`config.mk`:
```
export PLATFORM = sky130hd
export DESIGN_NAME = calc_sequencer
export DESIGN_NICKNAME = d
export VERILOG_FILES = /design/src/rtl/calc_seq_pkg.sv /design/src/rtl/calc_seq_rom.sv /design/src/rtl/calc_sequencer.sv
export SDC_FILE = /design/constraint.sdc
export NUM_CORES = 1
export LEC_CHECK = 0
export ABC_CLOCK_PERIOD_IN_PS = 5600
export BUFFER_PORTS_ARGS = -buffer_cell sky130_fd_sc_hd__buf_2
export CAP_MARGIN = 20
export CORE_ASPECT_RATIO = 1.5
export CORE_MARGIN = 2
export CORE_UTILIZATION = 38
export CTS_CLUSTER_SIZE = 12
export DETAILED_ROUTE_END_ITERATION = 7
export GPL_TIMING_DRIVEN = 0
export PLACE_DENSITY = 0.6
export SETUP_SLACK_MARGIN = 0.4
export SYNTH_ARGS = -nofsm -noshare
export SYNTH_HDL_FRONTEND = slang
export SYNTH_SLANG_ARGS = --single-unit
export TNS_END_PERCENT = 5
```
`constraint.sdc`:
```
create_clock -name clk -period 5.6 [get_ports clk]
set_input_delay 0.28 -clock clk [delete_from_list [all_inputs] [get_ports clk]]
set_output_delay 0.28 -clock clk [all_outputs]
set_load 0.03 [all_outputs]
```
`src/rtl/calc_seq_pkg.sv`:
```
// Shared types and constants for the calculator self-test sequencer.
// Step entries pack as {op[2:0], operand[15:0], expected[15:0]}.
package calc_seq_pkg;

  typedef enum logic [2:0] {
    S_IDLE,
    S_CLEAR,
    S_SETUP,
    S_STROBE,
    S_WAIT,
    S_CHECK,
    S_DONE
  } state_e;

  localparam int ENTRY_W = 35;
  localparam int EXP_LSB = 0;
  localparam int EXP_MSB = 15;
  localparam int SW_LSB  = 16;
  localparam int SW_MSB  = 31;
  localparam int OP_LSB  = 32;
  localparam int OP_MSB  = 34;

  localparam logic [3:0] FAIL_NONE = 4'hF;

  typedef struct packed {
    logic [2:0]  op;
    logic [15:0] operand;
    logic [15:0] expected;
  } entry_t;

  function automatic entry_t mk_entry(input logic [2:0] op, input logic [15:0] operand,
                                      input logic [15:0] expected);
    mk_entry = '{op: op, operand: operand, expected: expected};
  endfunction

endpackage

```
`src/rtl/calc_seq_rom.sv`:
```
// Constant step table. The calculator's op encoding is 0 add, 1 sub, 2 and, 3 or,
// 4 xor, 6 load; expected values track a cleared accumulator through the sequence.
module calc_seq_rom
  import calc_seq_pkg::*;
(
  input  logic [3:0]         addr,
  output logic [ENTRY_W-1:0] data
);

  entry_t e;

  always_comb begin
    e = '0;
    case (addr)
      4'd0:    e = mk_entry(3'd0, 16'h354A, 16'h354A);
      4'd1:    e = mk_entry(3'd0, 16'h1111, 16'h465B);
      4'd2:    e = mk_entry(3'd1, 16'h005B, 16'h4600);
      4'd3:    e = mk_entry(3'd4, 16'h00FF, 16'h46FF);
      4'd4:    e = mk_entry(3'd2, 16'h0FF0, 16'h06F0);
      4'd5:    e = mk_entry(3'd3, 16'h8001, 16'h86F1);
      4'd6:    e = mk_entry(3'd0, 16'h7A0F, 16'h0100);
      4'd7:    e = mk_entry(3'd1, 16'h0001, 16'h00FF);
      4'd8:    e = mk_entry(3'd6, 16'h1234, 16'h1234);
      default: e = '0;
    endcase
  end

  assign data = e;

endmodule

```
`src/rtl/calc_sequencer.sv`:
```
// Drives a calculator through a fixed table of steps, checks each result on led_in
// and reports error count, first failing step and pass/done status.
module calc_sequencer
  import calc_seq_pkg::*;
#(
  parameter int NUM_STEPS = 9,
  parameter int SETTLE    = 2
) (
  input  logic        clk,
  input  logic        btnu,
  input  logic        start,
  input  logic        stop,
  input  logic [15:0] led_in,
  output logic        calc_btnu,
  output logic        calc_btnl,
  output logic        calc_btnc,
  output logic        calc_btnr,
  output logic        calc_btnd,
  output logic [15:0] calc_sw,
  output logic        busy,
  output logic        done,
  output logic        pass,
  output logic [4:0]  err_count,
  output logic [3:0]  fail_idx,
  output logic [3:0]  step_idx
);

  localparam logic [3:0] LAST_STEP   = 4'(NUM_STEPS - 1);
  localparam logic [3:0] SETTLE_LAST = 4'(SETTLE - 1);

  state_e             state;
  logic [3:0]         wait_cnt;
  logic [3:0]         rd_addr;
  logic [ENTRY_W-1:0] rd_data;
  logic [2:0]         rd_op;
  logic [15:0]        rd_sw;
  logic [15:0]        rd_exp;
  logic [15:0]        exp_q;
  logic               mismatch;

  // CHECK prefetches the next entry so SETUP already has it on the registered outputs.
  assign rd_addr  = (state == S_CHECK) ? step_idx + 4'd1 : step_idx;
  assign rd_op    = rd_data[OP_MSB:OP_LSB];
  assign rd_sw    = rd_data[SW_MSB:SW_LSB];
  assign rd_exp   = rd_data[EXP_MSB:EXP_LSB];
  assign mismatch = (led_in != exp_q);

  calc_seq_rom u_rom (
    .addr (rd_addr),
    .data (rd_data)
  );

  always_ff @(posedge clk) begin
    if (btnu) begin
      state     <= S_IDLE;
      calc_btnu <= 1'b0;
      calc_btnl <= 1'b0;
      calc_btnc <= 1'b0;
      calc_btnr <= 1'b0;
      calc_btnd <= 1'b0;
      calc_sw   <= '0;
      busy      <= 1'b0;
      done      <= 1'b0;
      pass      <= 1'b0;
      err_count <= '0;
      fail_idx  <= FAIL_NONE;
      step_idx  <= '0;
      wait_cnt  <= '0;
      exp_q     <= '0;
    end else if (busy && stop) begin
      // abort keeps the diagnostic counters so the partial run can be inspected
      state     <= S_IDLE;
      calc_btnu <= 1'b0;
      calc_btnl <= 1'b0;
      calc_btnc <= 1'b0;
      calc_btnr <= 1'b0;
      calc_btnd <= 1'b0;
      calc_sw   <= '0;
      busy      <= 1'b0;
      wait_cnt  <= '0;
    end else begin
      calc_btnu <= 1'b0;
      calc_btnd <= 1'b0;
      case (state)
        S_IDLE, S_DONE: begin
          if (start) begin
            state     <= S_CLEAR;
            calc_btnu <= 1'b1;
            busy      <= 1'b1;
            done      <= 1'b0;
            pass      <= 1'b0;
            err_count <= '0;
            fail_idx  <= FAIL_NONE;
            step_idx  <= '0;
          end
        end
        S_CLEAR: begin
          state                             <= S_SETUP;
          {calc_btnl, calc_btnc, calc_btnr} <= rd_op;
          calc_sw                           <= rd_sw;
          exp_q                             <= rd_exp;
        end
        S_SETUP: begin
          state     <= S_STROBE;
          calc_btnd <= 1'b1;
        end
        S_STROBE: begin
          state    <= S_WAIT;
          wait_cnt <= '0;
        end
        S_WAIT: begin
          if (wait_cnt == SETTLE_LAST) begin
            state    <= S_CHECK;
            wait_cnt <= '0;
          end else begin
            wait_cnt <= wait_cnt + 4'd1;
          end
        end
        S_CHECK: begin
          if (mismatch) begin
            err_count <= err_count + 5'd1;
            if (fail_idx == FAIL_NONE) fail_idx <= step_idx;
          end
          if (step_idx == LAST_STEP) begin
            state                             <= S_DONE;
            busy                              <= 1'b0;
            done                              <= 1'b1;
            pass                              <= (err_count == 5'd0) && !mismatch;
            {calc_btnl, calc_btnc, calc_btnr} <= 3'b000;
            calc_sw                           <= '0;
          end else begin
            state                             <= S_SETUP;
            step_idx                          <= step_idx + 4'd1;
            {calc_btnl, calc_btnc, calc_btnr} <= rd_op;
            calc_sw                           <= rd_sw;
            exp_q                             <= rd_exp;
          end
        end
        default: state <= S_IDLE;
      endcase
    end
  end

endmodule

```
# Word-level counts from Yosys, hierarchy flattened
# Memories as Yosys holds them, arrays and structs flattened.
# Index checks and enable logic that the tools add are counted.
[word_totals]
inputBits = 20
register_bits = 60
mem_count = 1
out_inout_bits = 37
romBits = 544
word_cells = 92
[mem_list]
columns = ["name", "words", "word_bits", "rd", "rd_clocked_by_memory_dff", "write_ports", "line", "text"]
rows = [
  ["(no name shown)", 16, 34, 1, 0, 0, "calc_seq_rom.sv:14", "case (addr)"],
]
[op_classes]
muxes = 37
bitwise = 2
reduce_logical = 18
add_sub_neg = 3
n_eq_ne = 16
[ops]
columns = ["cell", "count"]
rows = [
  ["$pmux 16 s2", 2],
  ["$mux 16", 2],
  ["$mux 4", 7],
  ["$pmux 4 s2", 3],
  ["$pmux 3 s6", 1],
  ["$ne 16x16->1", 1],
  ["$pmux 1 s2", 6],
  ["$reduce_and 4->1", 3],
  ["$mux 1", 10],
  ["$mux 5", 2],
  ["$pmux 5 s2", 1],
  ["$eq 3x3->1 const B", 3],
  ["$mux 3", 3],
  ["$add 4x1->4 const B", 2],
  ["$eq 4x4->1 const B", 2],
  ["$ne 2x2->1 const B", 4],
  ["$eq 3x2->1 const B", 2],
  ["$reduce_and 3->1", 2],
  ["$reduce_bool 2->1", 3],
  ["$add 5x1->5 const B", 1],
  ["$logic_not 5->1", 1],
  ["$reduce_and 5->1", 1],
  ["$eq 4x1->1 const B", 1],
  ["$ne 2x1->1 const B", 2],
  ["8 further kinds", 11],
]

# Depth between registers and ports, before layout
# Gate-level depths: netlist (run 1).
[depth]
ltp_word = 5
depth_mapped = 9
mapped_depth_nobuf = 7

# Modules after synthesis
# A second synthesis (run 1) with hierarchy kept.
[unflattened]
hier_cells = 385
hier_area_um2 = 3065.4
[modules_own_cells]
columns = ["mod", "instances", "seq_area_each_um2", "area_per_inst_um2", "cells_each"]
rows = [
  ["calc_sequencer", 1, 1201.2, 2707.6, 321],
  ["calc_seq_rom", 1, 0.0, 357.8, 64],
]

# Worst setup path before layout (run 1)
# Ideal clock, no wire load.
[synth_path]
path_type = "reg-to-reg"
start = "register step_idx[0]"
end = "register exp_q[4]"
setup_slack_ns = 3.281
required_time_ns = 5.509
setup_ns = 0.091
stages_incl_launch_ff = 10
path_buffers = 2
t_arrival_ns = 2.229
period_less_slack_ns = 2.319
cell_sequence = "dfxtp_1 inv_1 ha_1 and3b_1 clkbuf_1 a21o_1 nor3_1 buf_2 nand3_1 a311oi_1"
[synth_via]
elab_chain_cells = 5
elab_cells_between_ends = 8
cone_classes = "add/sub (1); eq/ne (2); mux (3); reduce/logical (1); memory (1)"
[synth_lines]
columns = ["item", "line", "text"]
rows = [
  ["start: declaration", "calc_sequencer.sv:25", "output logic [3:0] step_idx"],
  ["start signal: assignment", "calc_sequencer.sv:133", "step_idx <= step_idx + 4'd1;"],
  ["$add 4x1->4", "calc_sequencer.sv:42", "assign rd_addr = (state == S_CHECK) ? step_idx + 4'd1 : step_idx;"],
  ["$mux 4", "calc_sequencer.sv:42", ""],
  ["$mem_v2 16x34", "-", ""],
  ["$mux 16", "calc_sequencer.sv:124", "if (step_idx == LAST_STEP) begin"],
  ["$pmux 16 s2", "calc_sequencer.sv:84", "case (state)"],
  ["end signal: assignment", "calc_sequencer.sv:101", "exp_q <= rd_exp;"],
  ["end signal: assignment", "calc_sequencer.sv:136", "exp_q <= rd_exp;"],
  ["end: declaration", "calc_sequencer.sv:38", "logic [15:0] exp_q;"],
]
# Parallel ways exist; a longest one is shown, timed or not. The select of a mux whose other input is x is not followed.
# A chain may end at the register's enable or synchronous reset.

# Worst setup path after layout (run 1)
# Ends and elaborated chain as after synthesis.

==> run_results.csv, run 1 <==
group,metric,value,unit
status,status,"completed",
logic_synthesis,synth_cell_type_count,53,
logic_synthesis,yosysWarnings,0,
logic_synthesis,synthTopCellsByCount,"dfxtp_1 (57), a21oi_1 (38), nor2_1 (34)",
logic_synthesis,synth_adder_area_share,2.94,%
logic_synthesis,yosys.area_share.simple,23.6,%
die,core_area,7510,sq um
setup_path,arrival,2.82,ns
sta,finalHoldViolCount,0,
setup_path,path_buf_inv,3,
die,fp.dieW,75.3,microns
routing,via_count,2830,
finish,multiInputGateArea,1610,sq um
finish,nets,441,
pwr,p_int,860,uW
logic_synthesis,synth_cells,348,
sta,setup-violations-final,0,
logic_synthesis,synth_area_leaders,"dfxtp_1 (39%), a21oi_1 (6.6%), xor2_1 (4.5%)",
routing,drt_wl_total,7890,microns
setup_path,end_kind,"flip-flop",
cts,h-tree-depth,3,
global_route,grt_use_total,20.2,%
finish,fill_cells,783,
routing,wl_per_cell,15.1,microns
cts,cts_tree,"done",
sta,fin_setup_tns,0,ns
logic_synthesis,ys_ff_latch,57,
finish,drive_above_1_share,20.7,%
place,place_ws,3.03,ns
routing,viasPerCell,5.42,
finish,diodes,0,
sta,slew_headroom,54.5,%
cts,cts_buffers,9,
die,row_count,39,
setup_path,worstPathMaxFanout,10,
logic_synthesis,synth_compound_area_share,22.3,%
setup_path,cp_slowest_stage_delay,0.52,ns
setup_path,ff2ff_setup_slack,3.02,ns
finish,regArea,1140,sq um
setup_path,crit_chain,"inv_1 > ha_1 > and3b_1 > clkbuf_1 > a21o_1 > nor3_1 > buf_2 > nand3_1 > a311oi_1",
setup_path,criticalPathCategory,"flip-flop to flip-flop",
global_route,antenna_found_initial,0,
cts,path_clk_slew,0.05,ns
flow_run,drv.max_cap_violation_count,0,
cts,root_buffer,"clkbuf_16",
pwr,seqPwrFrac,38.2,%
global_route,grt_max_degree,11,
logic_synthesis,netlist_area,2900,sq um
setup_path,critPathLaunch,"step_idx[0]",
place,dp_hpwl,5680,microns
setup_path,cp.required,5.83,ns
die,ios,57,
pwr,swShare,25.5,%
cts,numClockSinks,57,
hold_path,min-delay-start,"start",
logic_synthesis,synth_xor_xnor_area_share,5.45,%
routing,antenna_left,0,
routing,drt_iter0_drc,157,
place,routabilityCongestion,0.907,
cts,clock_latency,0.33,ns
global_route,grt_overflow_total,0,
pwr,power,1160,uW
pwr,switching_power,295,uW
logic_synthesis,synthFlopType,"dfxtp_1",
sta,rsz0062_at_grt,"false",
cts,cts_hold_repair.buffers,0,
logic_synthesis,synth_top_family_by_area,"simple AND/OR/NAND/NOR gates",
pwr,leakage,0.00149,uW
global_route,grt_pass1_vias,2696,
logic_synthesis,synth_async_sr_flop_share,0,%
setup_path,start_kind,"flip-flop",
finish,area_delta_synth_final,24.8,%
sta,min_period,2.58,ns
pwr,p_comb_share,13.4,%
sta,worstMarginPinSlew,0.678,ns
logic_synthesis,synth_mux_area_share,1.47,%
logic_synthesis,synth_top_area_cell,"dfxtp_1",
die,die_area,8350,sq um
hold_path,hold_path.class,"primary input to flip-flop",
global_route,grt_pass1_wl,12900,microns
logic_synthesis,yosysMostFrequentCell,"dfxtp_1",
setup_path,r2r-start,"step_idx[0]",
routing,drc,0,
logic_synthesis,synth_top_cell_area_share,39.4,%
logic_synthesis,synth_edf_count,0,
routing,first_pass_iters,4,
sta,finalClockSkew,0.00559,ns
pwr,ir_drop,0.192,mV
cts,postCtsSetupRepairBufs,0,
logic_synthesis,yosysSeqAreaShare,39.4,%
sta,finalCritPeriodShare,46.2,%
setup_path,path_delay_family,"buffers and inverters",
sta,drv_slew,0,
pwr,pwr-share-clk,48.4,%
pwr,power_density,320,nW/um^2
setup_path,crit_slowest_cell,"dfxtp_1",
logic_synthesis,syn_nets,374,
die,initial_utilization,38.5,%
sta,fmax,0.387,GHz
sta,fin_ws,3.02,ns
place,io_buffers,56,
cts,cts_buffer_depth,2,
cts,cts-resized-gates,0,
logic_synthesis,syn_avg_cell_area,8.32,sq um
die,die_h,111,microns
## per-layer routing
| layer | wire [microns] | global-route usage (%) | share of wire [%] | up-vias |
|---|---|---|---|---|
| met2 | 3850 | 31.8 | 49 | 82 |
| met4 | 212 | 10.2 | 2.7 | 0 |
| met5 | 0 | 0 | 0 | - |
| met3 | 337 | 4.73 | 4.3 | 16 |
| met1 | 3490 | 25.1 | 44 | 1328 |
| li1 | - | - | - | 1404 |
## cell families after synthesis
| kind of cell | Yosys count |
|---|---|
| xor gates and xnor gates | 18 |
| adders and majority gates | 7 |
| DFF | 57 |
| AOI/OAI and AO/OA | 99 |
| buffers and inverters | 32 |
| muxes | 4 |
| and+or+nand+nor | 131 |
## sequential cells by signal, summed over array words and instances, names as in the netlist, 3 cells and up
| name | count |
|---|---|
| calc_sw | 15 |
| fail_idx | 4 |
| step_idx | 4 |
| state | 3 |
| wait_cnt | 4 |
| err_count | 5 |
| exp_q | 14 |
## area by class of cell
class                      instances  share of cell area [%]
tap                              102                    3.53
multi-input combinational        259                    44.6
buffer                            25                    3.22
clock inverter                     2                   0.970
inverter                           7                   0.727
clock buffer                      14                    7.59
sequential                        57                    31.6
timing repair buffer              56                    7.76
## power by group through the flow
| stage | combinational, uW | sequential (uW) | clock (uW) |
|---|---|---|---|
| 2_1_floorplan | 89.3 | 468 | 0 |
| 3_3_place_gp | 153 | 449 | 0 |
| 3_5_place_dp | 155 | 450 | 0 |
| 4_1_cts | 155 | 442 | 567 |
| 5_1_grt | 170 | 444 | 583 |
| 6_report | 154 | 442 | 560 |
## worst register-to-register path: cells and delay by family (launching register included)
kind / cells / cell delay [ns]
compound gates: 2 / 0.58
fa+ha+maj: 1 / 0.22
buf+inv: 3 / 0.64
flops: 1 / 0.52
simple gates: 3 / 0.54
## cell usage in the layout (no fill, tap or decap), types with 6 or more instances in the layout
cell type and count:
clkbuf_16 9, a21oi_1 38, nor2_1 34, buf_2 62, inv_1 7, clkbuf_1 17
o31ai_1 8, nand2_1 30, ha_1 6, nor3_1 7, dfxtp_1 57, nand3_1 17
o21ai_0 10, xor2_1 15
## metrics by stage
| stage | cells | utilization (%) | area, sq um | hold WS [ns] |
|---|---|---|---|---|
| finish | 522 | 48.1 | 3610 | 0.288 |
| global route | 522 | 48.1 | 3610 | 0.320 |
| CTS | 522 | 48.1 | 3610 | 0.273 |
| detailed placement | 506 | 44.0 | 3300 | 0.447 |
| global placement | 506 | 44.0 | 3300 | 0.441 |
| floorplan | 348 | - | 2900 | 0.444 |
## worst paths after layout
| kind | to | depth (start not counted) |
|---|---|---|
| max | exp_q[4] | 9 |
| min | state[0] | 3 |
| max reg2reg | exp_q[4] | 9 |
| min reg2reg | calc_btnr | 2 |
Power figures use the tool's default switching activity.
==> run 2, diff against run 1 <==
--- a/config.mk
+++ b/config.mk
@@ -5,7 +5,7 @@
 export SDC_FILE = /design/constraint.sdc
 export NUM_CORES = 1
 export LEC_CHECK = 0
-export ABC_CLOCK_PERIOD_IN_PS = 5600
+export ABC_CLOCK_PERIOD_IN_PS = 2300
 export BUFFER_PORTS_ARGS = -buffer_cell sky130_fd_sc_hd__buf_2
 export CAP_MARGIN = 20
 export CORE_ASPECT_RATIO = 1.5
@@ -14,7 +14,7 @@
 export CTS_CLUSTER_SIZE = 12
 export DETAILED_ROUTE_END_ITERATION = 7
 export GPL_TIMING_DRIVEN = 0
-export PLACE_DENSITY = 0.6
+export PLACE_DENSITY = 0.62
 export SETUP_SLACK_MARGIN = 0.4
 export SYNTH_ARGS = -nofsm -noshare
 export SYNTH_HDL_FRONTEND = slang
==> constraint.sdc (replaced) <==
create_clock -name clk -period 2.3 [get_ports clk]
set_input_delay 0.115 -clock clk [delete_from_list [all_inputs] [get_ports clk]]
set_output_delay 0.115 -clock clk [all_outputs]
set_load 0.03 [all_outputs]
==> run 2 against run 1 <==
Combinational power rose to 2.8 times the previous value. Clock power grew 120%. Sequential share of layout area down 2.2 points. Register-to-register slack got worse by 2.7 ns. Wire length is 3.3% higher. Via count increased by 2.3%. Global-route usage down 0.20 points. Critical path depth shrank 2. Count of clock-buffer cells in the layout did not move. Sequential power is 140% higher. Critical endpoint is now pass. Largest power group unchanged. Highest routed layer unchanged.
==> run_results.csv, run 2 (same netlist as run 1, synthesis figures left out) <==
group,metric,value,unit
status,status,"completed",
die,die_h,111,microns
finish,final_common_cell,"buf_2",
cts,path_clk_slew,0.05,ns
sta,worstMarginPinSlew,0.563,ns
finish,final_cell_area,3910,sq um
setup_path,r2r-start,"state[1]",
routing,wl_met1,3380,microns
sta,slew_headroom,62.3,%
place,dpl-instance-area,3320,sq um
die,ios,57,
finish,nets,456,
finish,diodes,0,
routing,first_pass_iters,5,
setup_path,arrival,2.22,ns
routing,wl_met2,4230,microns
cts,cts_buffers,9,
die,initial_utilization,38.5,%
pwr,leakage,0.00160,uW
pwr,power_density,703,nW/um^2
cts,root_buffer,"clkbuf_16",
global_route,grt_max_degree,11,
setup_path,cp.required,2.55,ns
finish,fill_cells,764,
setup_path,cp_slowest_stage_delay,0.51,ns
pwr,ir_drop,0.450,mV
global_route,antenna_found_initial,0,
finish,largest-register,"calc_sw",
cts,h-tree-depth,3,
sta,finalHoldViolCount,0,
setup_path,crit_slowest_cell,"or4_4",
die,core_area,7510,sq um
routing,viasPerCell,5.39,
flow_run,drv.max_cap_violation_count,0,
setup_path,reg2reg_depth,7,
sta,finalCritPeriodShare,85.7,%
place,routabilityCongestion,0.925,
sta,fin_setup_tns,0,ns
setup_path,criticalPathCategory,"flip-flop to flip-flop",
setup_path,ff2ff_setup_slack,0.33,ns
sta,min_period,1.97,ns
routing,drt_wl_total,8150,microns
hold_path,hold_path.class,"primary input to flip-flop",
die,die_area,8350,sq um
finish,largestRegisters,"calc_sw: 15 flops, exp_q: 14 flops, err_count: 5 flops",
setup_path,path_buf_inv,2,
sta,fmax,0.508,GHz
setup_path,r2r-end,"pass",
finish,mostFrequentLayoutCells,"buf_2 (58), dfxtp_1 (54), a21oi_1 (33)",
finish,drive_above_1_share,32.4,%
cts,cts_hold_repair.buffers,0,
place,dp_hpwl,5740,microns
cts,cts_buffer_depth,2,
setup_path,start_kind,"flip-flop",
setup_path,worstPathMaxFanout,5,
setup_path,crit_chain,"buf_6 > xor2_1 > or3b_1 > buf_6 > a21o_4 > or4_4 > a21oi_2",
routing,drc,0,
cts,clock_latency,0.32,ns
setup_path,end_kind,"flip-flop",
sta,setup-violations-final,0,
setup_path,path_delay_family,"simple AND/OR/NAND/NOR gates",
die,fp.dieW,75.3,microns
routing,met3RoutedLength,409,microns
setup_path,path_depth,7,
routing,drt_iter0_drc,148,
place,io_buffers,56,
sta,finalClockSkew,0.00590,ns
global_route,grt_pass1_vias,2710,
routing,via_count,2895,
cts,numClockSinks,57,
finish,area_delta_synth_final,35.1,%
global_route,grt_pass1_wl,13100,microns
routing,antenna_left,0,
setup_path,cpMostUsedCell,"buf_6",
setup_path,critPathLaunch,"state[1]",
die,row_count,39,
cts,cts_tree,"done",
sta,drv_slew,0,
routing,wl_per_cell,15.2,microns
routing,topRoutingLayerUsed,"met4",
global_route,grt_overflow_total,0,
finish,largest_reg_flops,15,
global_route,grt_use_total,20.0,%
setup_path,crit_end,"pass",
sta,rsz0062_at_grt,"true",
[run 2: cell types whose count changed in the layout (fill, tap and decap cells not counted), moves of 5 or more]
| cell | delta |
|---|---|
| a21oi_1 | -5 |
| buf_4 | +20 |
| a21oi_2 | +5 |
| nor2_1 | -5 |
| clkbuf_1 | -8 |
[run 2: what timing repair did]
item,in CTS,in global routing
cloned,0,1
setup buffers,10,4
endpoints found under the setup margin,46,52
resized for setup,21,43
pin swaps,8,12
[run 2: routing by layer]
metal	global-route usage [%]	vias to the layer above
met2	31.8	80
met1	25.9	1373
met3	4.64	10
li1	-	1432
met4	7.37	0
met5	0	-
[run 2: where the power goes]
part	internal (uW)	total [uW]	switching, uW
logic	166	427	261
clock network	814	1250	437
registers	1040	1070	34.4
total	2020	2750	732
[run 2: worst min-delay path by stage]
stage,from,end,depth (start not counted)
6_report,start,state[0],3
5_1_grt,start,state[0],3
4_1_cts,start,state[0],3
3_5_place_dp,start,state[0],3
3_3_place_gp,calc_btnr,calc_btnr,2
2_1_floorplan,start,state[0],2
[run 2: metrics by stage]
step	std cells	setup WS [ns]	total power, uW	hold slack [ns]	util [%]
finish	537	0.330	2750	0.116	52.1
global route	537	0.235	2860	0.135	52.1
CTS	532	0.306	2760	0.103	49.9
detailed placement	506	0.0947	1470	0.442	44.2
global placement	506	0.0733	1460	0.441	44.2
floorplan	348	0.400	1360	0.295	-
[run 2: layout make-up]
cell class	count	area, sq um	share of cell area, %
multi-input cells	260	1770	45.3
plain buffers	25	158	4.03
clock buffers	14	274	7.00
inverters	7	28.8	0.736
well taps	102	128	3.26
repair buffers	70	389	9.95
clock inverters	2	12.5	0.320
flip-flops and latches	57	1150	29.4
[run 2: worst min-delay path: stages]
cell and delay, ns:
buf_2 0.11, o211ai_1 0.10, nor2_1 0.08
==> run 3, diff against run 2 <==
--- a/config.mk
+++ b/config.mk
@@ -14,7 +14,7 @@
 export CTS_CLUSTER_SIZE = 12
 export DETAILED_ROUTE_END_ITERATION = 7
 export GPL_TIMING_DRIVEN = 0
-export PLACE_DENSITY = 0.62
+export PLACE_DENSITY = 0.65
 export SETUP_SLACK_MARGIN = 0.4
 export SYNTH_ARGS = -nofsm -noshare
 export SYNTH_HDL_FRONTEND = slang
==> run 3 against run 2 <==
Sequential share of layout area shrank 0.18 points. Die area is the same. Flip-flop and latch count is the same. Non-clock buffer count grew 8. Sequential power is essentially flat. Worst setup slack lost 0.017 ns. Core utilization grew 0.43 points. Global-route usage grew 0.64 points. Clock skew is essentially flat. Clock power shrank 6%. Largest cell class unchanged. Highest routed layer unchanged.
==> run_results.csv, run 3 (same netlist as run 1, synthesis figures left out) <==
group,metric,value,unit
hold_path,hold_depth,3,
finish,final_common_cell,"buf_2",
sta,hold_ws,0.114,ns
setup_path,r2r-end,"pass",
global_route,grt_overflow_total,0,
sta,rsz0062_at_grt,"true",
die,row_count,39,
place,dpl-instance-area,3320,sq um
routing,first_pass_iters,4,
die,die_area,8350,sq um
setup_path,criticalPathCategory,"flip-flop to flip-flop",
global_route,antenna_found_initial,0,
place,dp_hpwl,5720,microns
cts,cts_buffer_depth,2,
routing,wl_per_cell,15.2,microns
global_route,grt_use_total,20.6,%
finish,largestRegisters,"calc_sw: 15 flops, exp_q: 14 flops, err_count: 5 flops",
hold_path,hold_path.class,"primary input to flip-flop",
place,routabilityCongestion,0.925,
hold_path,min_to,"state[0]",
die,ios,57,
cts,numClockSinks,57,
die,die_h,111,microns
pwr,seqPwrFrac,40.0,%
die,core_area,7510,sq um
pwr,p_int,1970,uW
setup_path,ff2ff_setup_slack,0.31,ns
cts,path_clk_slew,0.05,ns
global_route,grt_max_degree,11,
sta,min_period,1.99,ns
sta,setup-violations-final,0,
cts,cts_buffers,9,
setup_path,r2r-start,"state[1]",
setup_path,end_kind,"flip-flop",
sta,finalClockSkew,0.00623,ns
setup_path,start_kind,"flip-flop",
finish,mostFrequentLayoutCells,"buf_2 (58), dfxtp_1 (52), a21oi_1 (35)",
cts,cts_tree,"done",
routing,antenna_left,0,
setup_path,cp.required,2.55,ns
cts,root_buffer,"clkbuf_16",
flow_run,drv.max_cap_violation_count,0,
status,status,"completed",
sta,fin_setup_tns,0,ns
pwr,leakage,0.00162,uW
hold_path,min-delay-start,"start",
finish,drive_above_1_share,31.7,%
sta,drv_slew,0,
place,place_ws,0.112,ns
cts,h-tree-depth,3,
pwr,pwr-share-clk,43.9,%
cts,clock_latency,0.33,ns
sta,finalCritPeriodShare,86.4,%
die,fp.dieW,75.3,microns
setup_path,arrival,2.24,ns
sta,finalHoldViolCount,0,
routing,drt_iter0_drc,158,
sta,worstMarginPinSlew,0.518,ns
sta,slew_headroom,65.5,%
routing,drc,0,
setup_path,reg2reg_depth,7,
setup_path,worstPathMaxFanout,5,
finish,final_cell_area,3950,sq um
die,initial_utilization,38.5,%
finish,diodes,0,
sta,fmax,0.503,GHz
finish,area_delta_synth_final,36.3,%
pwr,power,2690,uW
pwr,power_density,681,nW/um^2
routing,via_count,2971,
routing,drt_wl_total,8270,microns
pwr,ir_drop,0.503,mV
finish,largest-register,"calc_sw",
pwr,swShare,26.7,%
sta,fin_ws,0.313,ns
pwr,switching_power,718,uW
finish,largest_reg_flops,15,
finish,nets,463,
global_route,grt_pass1_wl,13300,microns
routing,viasPerCell,5.46,
global_route,grt_pass1_vias,2821,
pwr,p_comb_share,16.2,%
place,io_buffers,56,
==> run 3: cell types whose count changed in the layout (fill, tap and decap cells not counted), sizes merged <==
cell	previous run	this run
clkinv	1	0
buf	84	91
clkinvlp	1	0
clkbuf	25	28
nor2	35	34
==> run 3: per-layer routing <==
layer	track usage (%)	part of all wire [%]	vias up
met2	33.3	52	103
met5	0	0	-
met4	9.59	2.8	0
li1	-	-	1443
met1	25.1	40	1403
met3	5.00	5.0	22
==> run 3: how the worst max path moves through the flow <==
stage                         from           end  depth (start not counted)
after floorplan           state[1]          pass                          7
after global placement    state[0]      exp_q[8]                          8
after detailed placement  state[0]      exp_q[8]                          8
after CTS                 state[1]          pass                          7
after global routing      state[2]  err_count[1]                          8
final                     state[1]          pass                          7
==> run 3: layout make-up <==
type	count	area (sq um)
sequential	57	1150
buffer	25	165
timing repair buffer	78	453
tap	102	128
clock buffer	16	262
fill	735	3570
multi-input combinational	259	1760
inverter	7	28.8
==> run 3: what timing repair did <==
action | in CTS | in global routing
hold buffers | 0 | 0
pin swaps | 12 | 12
buffers inserted | 16 | 6
resized for setup | 28 | 34
endpoints found under the setup margin | 46 | 54
==> run 3: power groups by stage <==
stage               Sequential (uW)  Combinational [uW]  Clock (uW)
finish                         1070                 434        1180
global route                   1080                 477        1230
CTS                            1070                 414        1200
detailed placement             1090                 376           0
global placement               1090                 371           0
floorplan                      1140                 219           0
==> run 3: critical path, cell delays in order (launching register included) <==
cell and delay, ns:
dfxtp_2 0.31, buf_6 0.12, xor2_2 0.14, or3b_1 0.36
buf_6 0.14, a21o_1 0.19, or4_1 0.51, a21oi_1 0.15
==> run 3: through the flow <==
stage / cells / util, %
2_1_floorplan: 348 / -
3_3_place_gp: 506 / 44.2
3_5_place_dp: 506 / 44.2
4_1_cts: 538 / 50.5
5_1_grt: 544 / 52.5
6_report: 544 / 52.5
